## src/rtl/packet_sum_pipeline_if.sv

```systemverilog
// rtl/packet_sum_pipeline_if.sv - input/output beat stream bundle for packet_sum_pipeline
interface packet_sum_pipeline_if #(
  parameter int WIDTH = 8,
  parameter int CNT_W = 8
);
  logic                     in_valid;
  logic                     in_ready;
  logic [WIDTH-1:0]         in_a;
  logic [WIDTH-1:0]         in_b;
  logic                     in_last;
  logic                     out_valid;
  logic                     out_ready;
  logic [WIDTH:0]           out_sum;
  logic                     out_last;
  logic [WIDTH+CNT_W-1:0]   out_total;
  logic [CNT_W-1:0]         out_beats;
  logic                     out_ovf;

  modport slave (
    input  in_valid, in_a, in_b, in_last, out_ready,
    output in_ready, out_valid, out_sum, out_last, out_total, out_beats, out_ovf
  );

  modport master (
    output in_valid, in_a, in_b, in_last, out_ready,
    input  in_ready, out_valid, out_sum, out_last, out_total, out_beats, out_ovf
  );
endinterface

```

## src/rtl/packet_sum_pipeline.sv

```systemverilog
// rtl/packet_sum_pipeline.sv - per-beat adder with running packet total in an LAT-stage elastic pipeline
module packet_sum_pipeline #(
  parameter int WIDTH = 8,
  parameter int LAT   = 2,
  parameter int CNT_W = 8,
  parameter int SAT   = 0
) (
  input  logic                 clk,
  input  logic                 rst_n,
  packet_sum_pipeline_if.slave bus
);
  localparam int TW = WIDTH + CNT_W;
  localparam int PW = (WIDTH + 1) + 1 + TW + CNT_W + 1;

  logic [LAT-1:0] v;
  logic [LAT-1:0] adv;
  logic [PW-1:0]  pay [LAT];
  logic           src_v [LAT];
  logic [PW-1:0]  src_pay [LAT];
  logic           chain_full;

  logic [TW-1:0]    acc;
  logic [CNT_W-1:0] cnt;
  logic             ovf_r;
  logic             first;

  logic             accept;
  logic [WIDTH:0]   sum;
  logic [TW-1:0]    base;
  logic [TW:0]      t;
  logic             wrap;
  logic [TW-1:0]    total_n;
  logic             ovf_n;
  logic [CNT_W-1:0] beats_n;
  logic [PW-1:0]    pay_in;

  // A stage may advance when the output drains or any stage at/downstream of it is empty.
  always_comb begin
    chain_full = 1'b1;
    adv        = '0;
    for (int k = LAT - 1; k >= 0; k--) begin
      chain_full = chain_full & v[k];
      adv[k]     = bus.out_ready | ~chain_full;
    end
  end

  assign accept = bus.in_valid & adv[0];

  always_comb begin
    sum     = {1'b0, bus.in_a} + {1'b0, bus.in_b};
    base    = first ? '0 : acc;
    t       = {1'b0, base} + {{(TW - WIDTH){1'b0}}, sum};
    wrap    = t[TW];
    total_n = (wrap && SAT != 0) ? '1 : t[TW-1:0];
    ovf_n   = (~first & ovf_r) | wrap;
    beats_n = first ? CNT_W'(1) : ((&cnt) ? cnt : cnt + 1'b1);
    pay_in  = {sum, bus.in_last, total_n, beats_n, ovf_n};
  end

  always_ff @(posedge clk) begin
    if (!rst_n) begin
      acc   <= '0;
      cnt   <= '0;
      ovf_r <= 1'b0;
      first <= 1'b1;
    end else if (accept) begin
      acc   <= total_n;
      cnt   <= beats_n;
      ovf_r <= ovf_n;
      first <= bus.in_last;
    end
  end

  for (genvar k = 0; k < LAT; k++) begin : g_src
    if (k == 0) begin : g_head
      assign src_v[k]   = bus.in_valid;
      assign src_pay[k] = pay_in;
    end else begin : g_tail
      assign src_v[k]   = v[k-1];
      assign src_pay[k] = pay[k-1];
    end
  end

  always_ff @(posedge clk) begin
    if (!rst_n) begin
      v <= '0;
      for (int k = 0; k < LAT; k++) pay[k] <= '0;
    end else begin
      for (int k = 0; k < LAT; k++) begin
        if (adv[k]) begin
          v[k] <= src_v[k];
          if (src_v[k]) pay[k] <= src_pay[k];
        end
      end
    end
  end

  assign bus.in_ready  = adv[0];
  assign bus.out_valid = v[LAT-1];
  assign {bus.out_sum, bus.out_last, bus.out_total, bus.out_beats, bus.out_ovf} = pay[LAT-1];
endmodule
```

## src/flat_wrapper.sv

```systemverilog
// flat-port wrapper written by rule: the top's interface ports become plain ports
module packet_sum_pipeline_flat 
#(
  parameter int WIDTH = 8,
  parameter int LAT   = 2,
  parameter int CNT_W = 8,
  parameter int SAT   = 0
)
  (clk, rst_n, bus_in_valid, bus_in_a, bus_in_b, bus_in_last, bus_out_ready, bus_in_ready, bus_out_valid, bus_out_sum, bus_out_last, bus_out_total, bus_out_beats, bus_out_ovf);
  packet_sum_pipeline_if #(.WIDTH(WIDTH), .CNT_W(CNT_W)) bus_i ();
  input  logic clk;
  input  logic rst_n;
  input wire logic [$bits(bus_i.in_valid)-1:0] bus_in_valid;
  input wire logic [$bits(bus_i.in_a)-1:0] bus_in_a;
  input wire logic [$bits(bus_i.in_b)-1:0] bus_in_b;
  input wire logic [$bits(bus_i.in_last)-1:0] bus_in_last;
  input wire logic [$bits(bus_i.out_ready)-1:0] bus_out_ready;
  output wire logic [$bits(bus_i.in_ready)-1:0] bus_in_ready;
  output wire logic [$bits(bus_i.out_valid)-1:0] bus_out_valid;
  output wire logic [$bits(bus_i.out_sum)-1:0] bus_out_sum;
  output wire logic [$bits(bus_i.out_last)-1:0] bus_out_last;
  output wire logic [$bits(bus_i.out_total)-1:0] bus_out_total;
  output wire logic [$bits(bus_i.out_beats)-1:0] bus_out_beats;
  output wire logic [$bits(bus_i.out_ovf)-1:0] bus_out_ovf;
  assign bus_i.in_valid = bus_in_valid;
  assign bus_i.in_a = bus_in_a;
  assign bus_i.in_b = bus_in_b;
  assign bus_i.in_last = bus_in_last;
  assign bus_i.out_ready = bus_out_ready;
  assign bus_in_ready = bus_i.in_ready;
  assign bus_out_valid = bus_i.out_valid;
  assign bus_out_sum = bus_i.out_sum;
  assign bus_out_last = bus_i.out_last;
  assign bus_out_total = bus_i.out_total;
  assign bus_out_beats = bus_i.out_beats;
  assign bus_out_ovf = bus_i.out_ovf;
  packet_sum_pipeline #(.WIDTH(WIDTH), .LAT(LAT), .CNT_W(CNT_W), .SAT(SAT)) u_core (.clk(clk), .rst_n(rst_n), .bus(bus_i));
endmodule
```

## config.mk

```make
export PLATFORM = sky130hd
export DESIGN_NAME = packet_sum_pipeline_flat
export DESIGN_NICKNAME = d
export VERILOG_FILES = /design/src/rtl/packet_sum_pipeline_if.sv /design/src/rtl/packet_sum_pipeline.sv /design/src/flat_wrapper.sv
export SDC_FILE = /design/constraint.sdc
export NUM_CORES = 1
export LEC_CHECK = 0
export ABC_AREA = 1
export CAP_MARGIN = 20
export CORE_UTILIZATION = 57
export DETAILED_ROUTE_END_ITERATION = 8
export GPL_TIMING_DRIVEN = 0
export PLACE_DENSITY = 0.83
export SYNTH_ARGS = -nofsm -noshare
export SYNTH_HDL_FRONTEND = slang
export SYNTH_SLANG_ARGS = --single-unit
```

## constraint.sdc

```tcl
create_clock -name clk -period 4 [get_ports clk]
set_input_delay 1.2 -clock clk [delete_from_list [all_inputs] [get_ports clk]]
set_output_delay 1.2 -clock clk [all_outputs]
set_load 0.02 [all_outputs]
```

==> After elaboration in Yosys (flattened, before gate mapping) <==
Memory sizes are Yosys's and may differ from the RTL's.
Index checks and enable logic that the tools add are counted.
{ "totals": {"regBits": 28, "ram_bits": 70, "inputBits": 21, "output_inout_bits": 37, "word_cells": 36, "memories": 1} }
{ "op_classes": {"n_addsub": 3, "mux": 14, "bitwise_logic": 11, "reduce_logical": 1} }
{ "mem_list": {"columns": ["name", "depth", "word_bits", "rd", "rd_ports_with_merged_regs", "write_ports", "line", "text"], "rows": [
  ["u_core.pay", 2, 35, 2, 0, 2, "packet_sum_pipeline.sv:17", "logic [PW-1:0] pay [LAT];"]
]} }
{ "op_table": {"columns": ["op", "count"], "rows": [
  ["two-way mux 35 bit", 2],
  ["adder 16 x 9 -> 17 bit", 1],
  ["two-way mux 16 bit", 1],
  ["two-way mux 8 bit", 2],
  ["adder 8 x 8 -> 9 bit", 1],
  ["two-way mux 1 bit", 9],
  ["adder 8 x 1 -> 8 bit (second input constant)", 1],
  ["AND reduction 8 bit", 1],
  ["OR 1 bit", 5],
  ["AND 1 bit", 3],
  ["NOT 1 bit", 3]
]} }

==> Logic depth before layout (Yosys ltp) <==
Gate-level depths: netlist (run 1).
{ "depth": {"depth_word": 7, "mapped_depth": 19, "depth_no_buf": 19} }

==> Least setup slack after synthesis (run 1) <==
OpenSTA, ideal clock, no wires.
{ "synth_timing": {"path_type": "input to register", "startpoint": "in bus_in_b[0]", "endpoint": "mem u_core.pay[0][16] (netlist name), data pin", "setup_ps": 255, "arrival_time_ps": 3173, "t_required_ps": 3745, "path_slack_ps": 572, "cell_stages": 16, "n_path_buf": 0, "path_cell_list": "ha_1 inv_1 fa_1 inv_1 nand3_1 nand2_1 nand2_1 nand2_1 xor2_1 ha_1 nand2_1 inv_1 a21oi_1 nand2_1 xor2_1 and2_1"} }
{ "synth_lines": {"columns": ["element", "line", "text"], "rows": [
  ["start: declaration", "flat_wrapper.sv:15", "input wire logic [$bits(bus_i.in_b)-1:0] bus_in_b;"],
  ["end: declaration", "packet_sum_pipeline.sv:17", null]
]} }

==> reports/qor.yml, run 1 <==
clk_latency_ns: 0.37
yosysSeqAreaShare: 0.513
max_freq_mhz: 268
max-vdd-ir-drop_uv: 225
cts_root_buf: "clkbuf_8"
cts-htree-levels: 3
drc: 0
rsz0062_at_grt: "no"
slew_headroom: 0.359
die_h_um: 97.5
placement_rows: 34
wl_per_cell_um: 13.0
synth_top_area_frac: 0.405
register_area_sq_mm: 0.00266
fill_cells: 718
power_leakage_uw: 0.00281
synth_seq_cells: 98
end_kind: "flip-flop"
required_ns: 4.13
start_kind: "primary input"
fin_nets: 712
worst_pin_slew_ns: 0.962
place_congestion: 0.884
firstDrtPassIters: 4
setup_tns_ns: 0
ant_nets: 0
synth_cells: 602
vias: 3904
status: "completed"
ys_types: 35
min_path_cells: 2
avgSynthCellArea_sq_um: 8.63
crit_type: "in2reg"
grt_max_degree: 45
drtIter0Drc: 173
reg2reg_depth: 12
arrival_ns: 3.86
holdWs_ns: 0.466
finalSetupViolations: 0
grt_pass1_wl_um: 17700
fin_area_sq_mm: 0.00609
crit_fanout: 4
clockBufferDepth: 2
syn-num-nets: 643
final_util: 0.695
post-route-period-util: 0.934
area_growth_pct: 17.3
powerDensity_mw_per_mm2: 356
core_sq_mm: 0.00876
port_buffers: 57
min_path_type: "reg2reg"
routed_wl_um: 10200
final_hold_viol_count: 0
grt_overflow: 0
clock-sinks: 98
synth_largest_area_cell: "edfxtp_1"
layout_common_cells: "nand2_1, inv_1, nor2_1, edfxtp_1, clkdlybuf4s50_1"
drt-vias-per-instance: 4.98
multi_input_area_sq_mm: 0.00178
place_area_sq_mm: 0.00590
min_from: "u_core.acc[13]"
whs_endpoint: "u_core.acc[13]"
period_minus_slack_ns: 3.73
start_util: 0.593
cts_tree: "done"
clock_skew_ns: 0.0157
drive_above_1_share: 0.118
grt_pass1_vias: 3876
io_pins: 58
grt_usage: 0.235
regToRegStartpoint: "u_core.first"
timing.rr.end: "u_core.pay[0][17]"
clk_pin_slew_ns: 0.09
die_area_sq_mm: 0.00950
drv_slew: 0
diodes: 0
yosys_warnings: 0
antenna_found_initial: 0
cap_violations: 0
die_w_um: 97.5
cts_buffers: 9
dp_hpwl_um: 7490
yosys-top-cells-area: "edfxtp_1, dfxtp_1, nand2_1"
layout_commonest_cell: "nand2_1"
netlist_area_sq_mm: 0.00519
rrSetupSlack_ns: 1.46
holdBufCountCts: 0
-- Yosys cell counts --
master and instances:
nand2_1 129, inv_1 108, nor2_1 86, edfxtp_1 70, buf_4 34, nand3_1 34, dfxtp_1 28, ha_1 18
a21oi_1 15, o22ai_1 10, xor2_1 10, o21ai_0 8, buf_6 6, nand4_1 6, and2_1 4, buf_2 4
nor2_2 4, o21ai_1 4, inv_2 3, nand2_2 3, fa_1 2, nand3_2 2, xnor2_1 2, a21boi_0 1
a21o_1 1, a21oi_4 1, a22oi_1 1, clkbuf_1 1, inv_4 1, nand3b_1 1, nor3_4 1, o21bai_1 1
o311ai_0 1, or2_1 1, or2_2 1
-- worst max-delay path by stage --
| stage | startpoint | to | slack, ns |
|---|---|---|---|
| CTS | bus_in_b[0] | u_core.pay[0][15] | 0.12 |
| finish | bus_in_b[0] | u_core.pay[0][24] | 0.27 |
| global route | bus_in_b[0] | u_core.pay[0][20] | 0.02 |
| floorplan | bus_in_b[0] | u_core.pay[0][16] | 0.57 |
| detailed placement | bus_in_b[0] | u_core.pay[0][15] | -0.26 |
| global placement | bus_in_b[0] | u_core.pay[0][15] | -0.26 |
-- area by class of cell --
class,instances,area share
repair buffers,58,0.0949
inverters,112,0.0694
clock inverters,5,0.00637
clock buffers,11,0.0216
plain buffers,45,0.0569
multi-input cells,347,0.292
well taps,108,0.0222
flip-flops and latches,98,0.437
-- sequential cells by signal, indices dropped and copies added (netlist names) --
| signal | flops |
|---|---|
| u_core.acc | 16 |
| u_core.first | 1 |
| u_core.cnt | 8 |
| u_core.v | 2 |
| u_core.ovf_r | 1 |
| u_core.pay | 70 |
-- repair_timing --
action	CTS	global route
resized for setup	0	4
setup endpoints to repair	0	13
setup buffers	0	1
-- where the power goes --
group          leakage, uW  internal, uW  switching (uW)
Sequential        0.000986          1160            21.0
Combinational      0.00173           177             228
Clock            0.0000843           231             348
-- cells by family (layout without fill, tap and decap cells) --
family / after synthesis / after routing / share of synthesized area
and+or+nand+nor: 272 / 272 / 0.219
buffers and inverters: 157 / 231 / 0.148
DFF: 98 / 98 / 0.513
AOI/OAI and AO/OA: 43 / 43 / 0.0487
adders and majority gates: 20 / 20 / 0.0511
xor gates and xnor gates: 12 / 12 / 0.0202
-- critical path: stages --
cell and delay (ns):
clkdlybuf4s50_1 0.46, ha_1 0.17, inv_1 0.06, fa_2 0.35
inv_1 0.07, nand3_1 0.08, nand2_2 0.10, nand2_1 0.06
nand2_1 0.07, xor2_1 0.18, ha_1 0.30, nand2_1 0.11
inv_1 0.07, a21oi_1 0.17, nand2_2 0.10, nand2_1 0.11
nand3_1 0.09, nand2_1 0.08, nor2_1 0.04
-- stage by stage --
stage | setup slack (ns) | power [uW] | std cells
floorplan | 0.572 | 1470 | 602
global placement | -0.256 | 1590 | 767
detailed placement | -0.255 | 1610 | 767
CTS | 0.125 | 2180 | 783
global route | 0.0157 | 2270 | 784
finish | 0.265 | 2170 | 784
-- per-layer routing --
metal  part of all wire  track usage
met4              0.012       0.0543
met5                  0            0
met2               0.50        0.414
met3              0.036       0.0525
met1               0.45        0.295
Note: power is estimated with default switching activity, not from simulation.
==> run 2, diff against run 1 <==
- ABC_CLOCK_PERIOD_IN_PS: not set -> 4000
- HOLD_SLACK_MARGIN: not set -> 0.06
==> results of run 2 <==
Same layout as run 1: the final DEF is identical, and so are final timing and power.
